--- config.mk ---
export PLATFORM = sky130hd
export DESIGN_NAME = stream_rr_sel
export DESIGN_NICKNAME = d
export VERILOG_FILES = /design/src/rtl/stream_rr_sel.sv
export SDC_FILE = /design/constraint.sdc
export NUM_CORES = 1
export LEC_CHECK = 0
export BUFFER_PORTS_ARGS = -buffer_cell sky130_fd_sc_hd__buf_2
export CORE_AREA = 2 2 39 41
export DETAILED_ROUTE_END_ITERATION = 7
export DIE_AREA = 0 0 41 43
export PLACE_DENSITY = 0.37
export SETUP_SLACK_MARGIN = 0.4
export SLEW_MARGIN = 20
export SYNTH_ARGS = -nofsm -noshare
export SYNTH_HDL_FRONTEND = slang
export SYNTH_SLANG_ARGS = --single-unit
export TNS_END_PERCENT = 30
--- constraint.sdc ---
create_clock -name clk_i -period 2.27 [get_ports clk_i]
set_input_delay 0.454 -clock clk_i [delete_from_list [all_inputs] [get_ports clk_i]]
set_output_delay 0.454 -clock clk_i [all_outputs]
set_load 0.005 [all_outputs]
--- src/rtl/stream_rr_sel.sv ---
// Round-robin select generator for a stream mux: picks a fair input index and
// holds it while the mux output is stalled or, optionally, until a packet ends.
module stream_rr_sel #(
   parameter int          N_INP     = 2,
   parameter bit          LOCK_PKT  = 1'b0,
   parameter int unsigned LOG_N_INP = (N_INP > 1) ? $clog2(N_INP) : 1
) (
   input  logic                 clk_i,
   input  logic                 rst_i,
   input  logic [N_INP-1:0]     inp_valid_i,
   input  logic [N_INP-1:0]     inp_last_i,
   input  logic                 oup_ready_i,
   output logic [LOG_N_INP-1:0] sel_o,
   output logic                 locked_o
);

   logic [LOG_N_INP-1:0] ptr_q;
   logic [LOG_N_INP-1:0] sel_q;
   logic                 lock_q;
   logic [LOG_N_INP-1:0] arb_sel;
   logic [LOG_N_INP-1:0] ptr_nxt;
   logic                 sel_vld;
   logic                 sel_last;
   logic                 hs;
   logic                 end_txn;
   logic                 hold;

   // Scan from the farthest offset down so the nearest valid input wins.
   always_comb begin
      arb_sel = ptr_q;
      for (int k = N_INP - 1; k >= 0; k--) begin
         int idx;
         idx = int'(ptr_q) + k;
         if (idx >= N_INP) idx = idx - N_INP;
         if (inp_valid_i[idx]) arb_sel = LOG_N_INP'(idx);
      end
   end

   assign sel_o    = lock_q ? sel_q : arb_sel;
   assign locked_o = lock_q;

   assign sel_vld  = inp_valid_i[sel_o];
   assign sel_last = inp_last_i[sel_o];
   assign hs       = sel_vld & oup_ready_i;
   assign end_txn  = hs & (!LOCK_PKT | sel_last);
   // A stall, or an accepted non-last beat in packet mode, freezes the grant.
   assign hold     = (sel_vld & !oup_ready_i) | (hs & LOCK_PKT & !sel_last);

   assign ptr_nxt  = (int'(sel_o) == N_INP - 1) ? '0 : sel_o + LOG_N_INP'(1);

   always_ff @(posedge clk_i) begin
      if (rst_i) begin
         ptr_q  <= '0;
         lock_q <= 1'b0;
         sel_q  <= '0;
      end else if (end_txn) begin
         lock_q <= 1'b0;
         ptr_q  <= ptr_nxt;
      end else if (hold) begin
         lock_q <= 1'b1;
         sel_q  <= sel_o;
      end
   end

`ifndef SYNTHESIS
   always_ff @(posedge clk_i) begin
      if (!rst_i) begin
         assert (N_INP >= 1)
            else $error("stream_rr_sel: N_INP must be >= 1");
         assert (int'(sel_o) < N_INP)
            else $error("stream_rr_sel: sel_o %0d out of range", sel_o);
         assert (LOCK_PKT || !lock_q || inp_valid_i[sel_q])
            else $error("stream_rr_sel: held input dropped valid while locked");
      end
   end
`endif

endmodule
==> summary.txt <==
Floorplan
  – Die Wd: 41 um
  – Initial Util: 12.9%
  – Die height: 43 um
  – Die area: 1760 um^2
  – Core ar.: 1380 um^2
  – Row count: 14
  – Io pins: 9

Global routing
  – Vias in the first global route: 192
  – Pin count of the biggest net entering global routing: 8
  – GRT Total Usage: 6.62%
  – Gr ovfl total: 0
  – Initial antenna violation count: 0
  – First-pass GRT wire length: 752 um

Clocking
  – TritonCTS clock tree: built
  – Depth of the CTS H-tree: 1
  – CTS buffer count: 3
  – CTS Root Cell: clkbuf_4
  – CTS max path bufs: 2
  – Later-pin clock latency in the skew report: 0.23 ns
  – Post CTS Setup Buffer Count: 0
  – CTS resizes: 0
  – Hold buffers post-CTS: 0
  – Clock-pin transition on the worst setup and hold timing paths: 0.03 ns
  – TritonCTS Sinks: 3

Synthesis
  – Syn. warnings: 0
  – Leading post-synthesis cells by cell area: dfxtp_1 34%, a211oi_2 7.0%, nor2_1 6.3%
  – Synthesized flop and latch total: 3
  – Share of synthesized area occupied by flip-flops and latches: 33.6%
  – Post-Syn Area: 179 um^2
  – Post-synthesis area per instance: 8.52 um^2
  – Synth Instances: 21
  – Synth async-reset ratio: 0%
  – Top_reg_cell synth: dfxtp_1
  – Top cells by count, synth: 3 x dfxtp_1, 3 x nor2_1, 2 x a21oi_1, 2 x inv_1
  – Synth unique cells: 15
  – Post-synth net total: 28
  – Area leader, netlist: dfxtp_1
  – Post-synth EDFFs: 0
  – Post-synth top area share: 33.6%

Power
  – Power share of the combinational group: 17.3%
  – Leakage: 0.113 nW
  – Worst VDD drop: 205 uV
  – Sequential Power Share: 33.8%
  – Cell Int Power: 0.141 mW
  – Net Sw Frac: 25.8%
  – Net switching power: 0.0489 mW
  – Clock share of power: 48.9%
  – Power per cell area: 744 nW/um^2

Route
  – Drt drc: 0
  – Post-DR wirelength/cell: 9.43 um
  – Vias: 191
  – Vias/cell: 4.06
  – Final wirelength: 443 um
  – Antenna Nets Post-Route: 0
  – DR pass1 iterations: 4
  – DRT iter0 DRCs: 14

Layout
  – Fillcell total: 160
  – Number of diodes: 0
  – Share of post-route cells with drive strength above 1: 32.3%
  – Area Overhead vs Synth: 42.7%
  – Finished Cell Area: 255 um^2
  – Final layout net count: 39

Timing
  – F_max: 606 MHz
  – RSZ-0062 raised after global routing: false
  – Slew HR: 83.9%
  – Period Utilization, post-route: 72.7%
  – Final Critical Period: 1.65 ns
  – Clk_skew: 0.00217 ns
  – Least-Margin Pin Slew: 0.241 ns
  – Slew Limit Fails: 0
  – Hold Fails Final Rpt: 0
  – Total Neg Setup Slack: 0 ns
  – Final setup viols: 0

Critical path
  – Startpoint Class: primary input
  – Arr. time, crit path: 1.20 ns
  – WS Path Type: primary input to output port
  – Worst setup EP type: output port
  – Worst-path fanout max: 6
  – Worst Path Required: 1.82 ns

Status
  – Status: complete, no violations

Placed design
  – # port buffers: 6
  – Placed cell areas: 229 um^2
  – Final Wtd Congestion: 0.662

Run
  – Max-cap violations: 0

Hold path
  – Min-delay worst type: primary input to flop
cell usage in the layout (no fill, tap or decap), drive strengths merged, types with 2 or more instances in the layout:
| cell | instances |
|---|---|
| a211oi | 2 |
| a21oi | 2 |
| buf | 6 |
| clkbuf | 4 |
| dfxtp | 3 |
| inv | 2 |
| nor2 | 3 |
stage by stage:
| stage | util, % | instances | hold WS (ns) | power, mW | worst slack [ns] |
|---|---|---|---|---|---|
| detailed placement | 16.5 | 43 | 0.528 | 0.0979 | 0.610 |
| global route | 18.4 | 47 | 0.446 | 0.207 | 0.518 |
| floorplan | - | 21 | 0.481 | 0.0833 | 0.887 |
| global placement | 16.5 | 43 | 0.527 | 0.0975 | 0.619 |
| finish | 18.4 | 47 | 0.437 | 0.190 | 0.619 |
| CTS | 18.4 | 47 | 0.428 | 0.197 | 0.610 |
area by class of cell:
| type | count | area [um^2] | share of cell area (%) |
|---|---|---|---|
| Multi-Input combinational cell | 16 | 111 | 43.6 |
| Inverter | 2 | 7.51 | 2.94 |
| Timing Repair Buffer | 6 | 30.0 | 11.8 |
| Tap cell | 16 | 20.0 | 7.84 |
| Sequential cell | 3 | 60.1 | 23.5 |
| Clock buffer | 4 | 26.3 | 10.3 |
logic make-up (layout without fill, tap and decap cells):
family / after synthesis / count (layout) / share of synthesized area (%)
AO/OA/AOI/OAI: 10 / 10 / 43.4
AND/OR/NAND/NOR: 5 / 5 / 13.3
buffers and inverters: 2 / 12 / 4.20
multiplexers: 1 / 1 / 5.59
flip-flops: 3 / 3 / 33.6
worst paths after layout:
path	depth (start not counted)	end	startpoint	slack (ns)
setup / recovery	5	sel_o	inp_valid_i[0]	0.62
hold / removal	2	sel_q	rst_i	0.44
setup reg to reg	3	ptr_q	ptr_q	1.42
hold reg to reg	2	sel_q	sel_q	0.54
power groups by stage:
stage | clock (mW) | combinational [mW] | sequential [mW]
2_1_floorplan | 0 | 0.0196 | 0.0637
3_3_place_gp | 0 | 0.0327 | 0.0648
3_5_place_dp | 0 | 0.0330 | 0.0649
4_1_cts | 0.100 | 0.0331 | 0.0641
5_1_grt | 0.104 | 0.0374 | 0.0652
6_report | 0.0928 | 0.0327 | 0.0642
sequential cells by signal, summed over array words and instances, names as in the netlist:
register,count
locked_o,1
ptr_q,1
sel_q,1
worst max-delay path: stages:
cell and delay, ns:
buf_2 0.13, nand2b_1 0.15, a211oi_2 0.25, a21o_1 0.11, buf_2 0.10
routing by layer:
layer  GRT usage [%]  share of wire [%]  wire length, um
met3            3.14                 13               58
met5               0                  0                0
met1            9.29                 50              220
met4            6.00                2.7               12
met2            6.88                 34              152
Note: power is estimated with default switching activity, not from simulation.
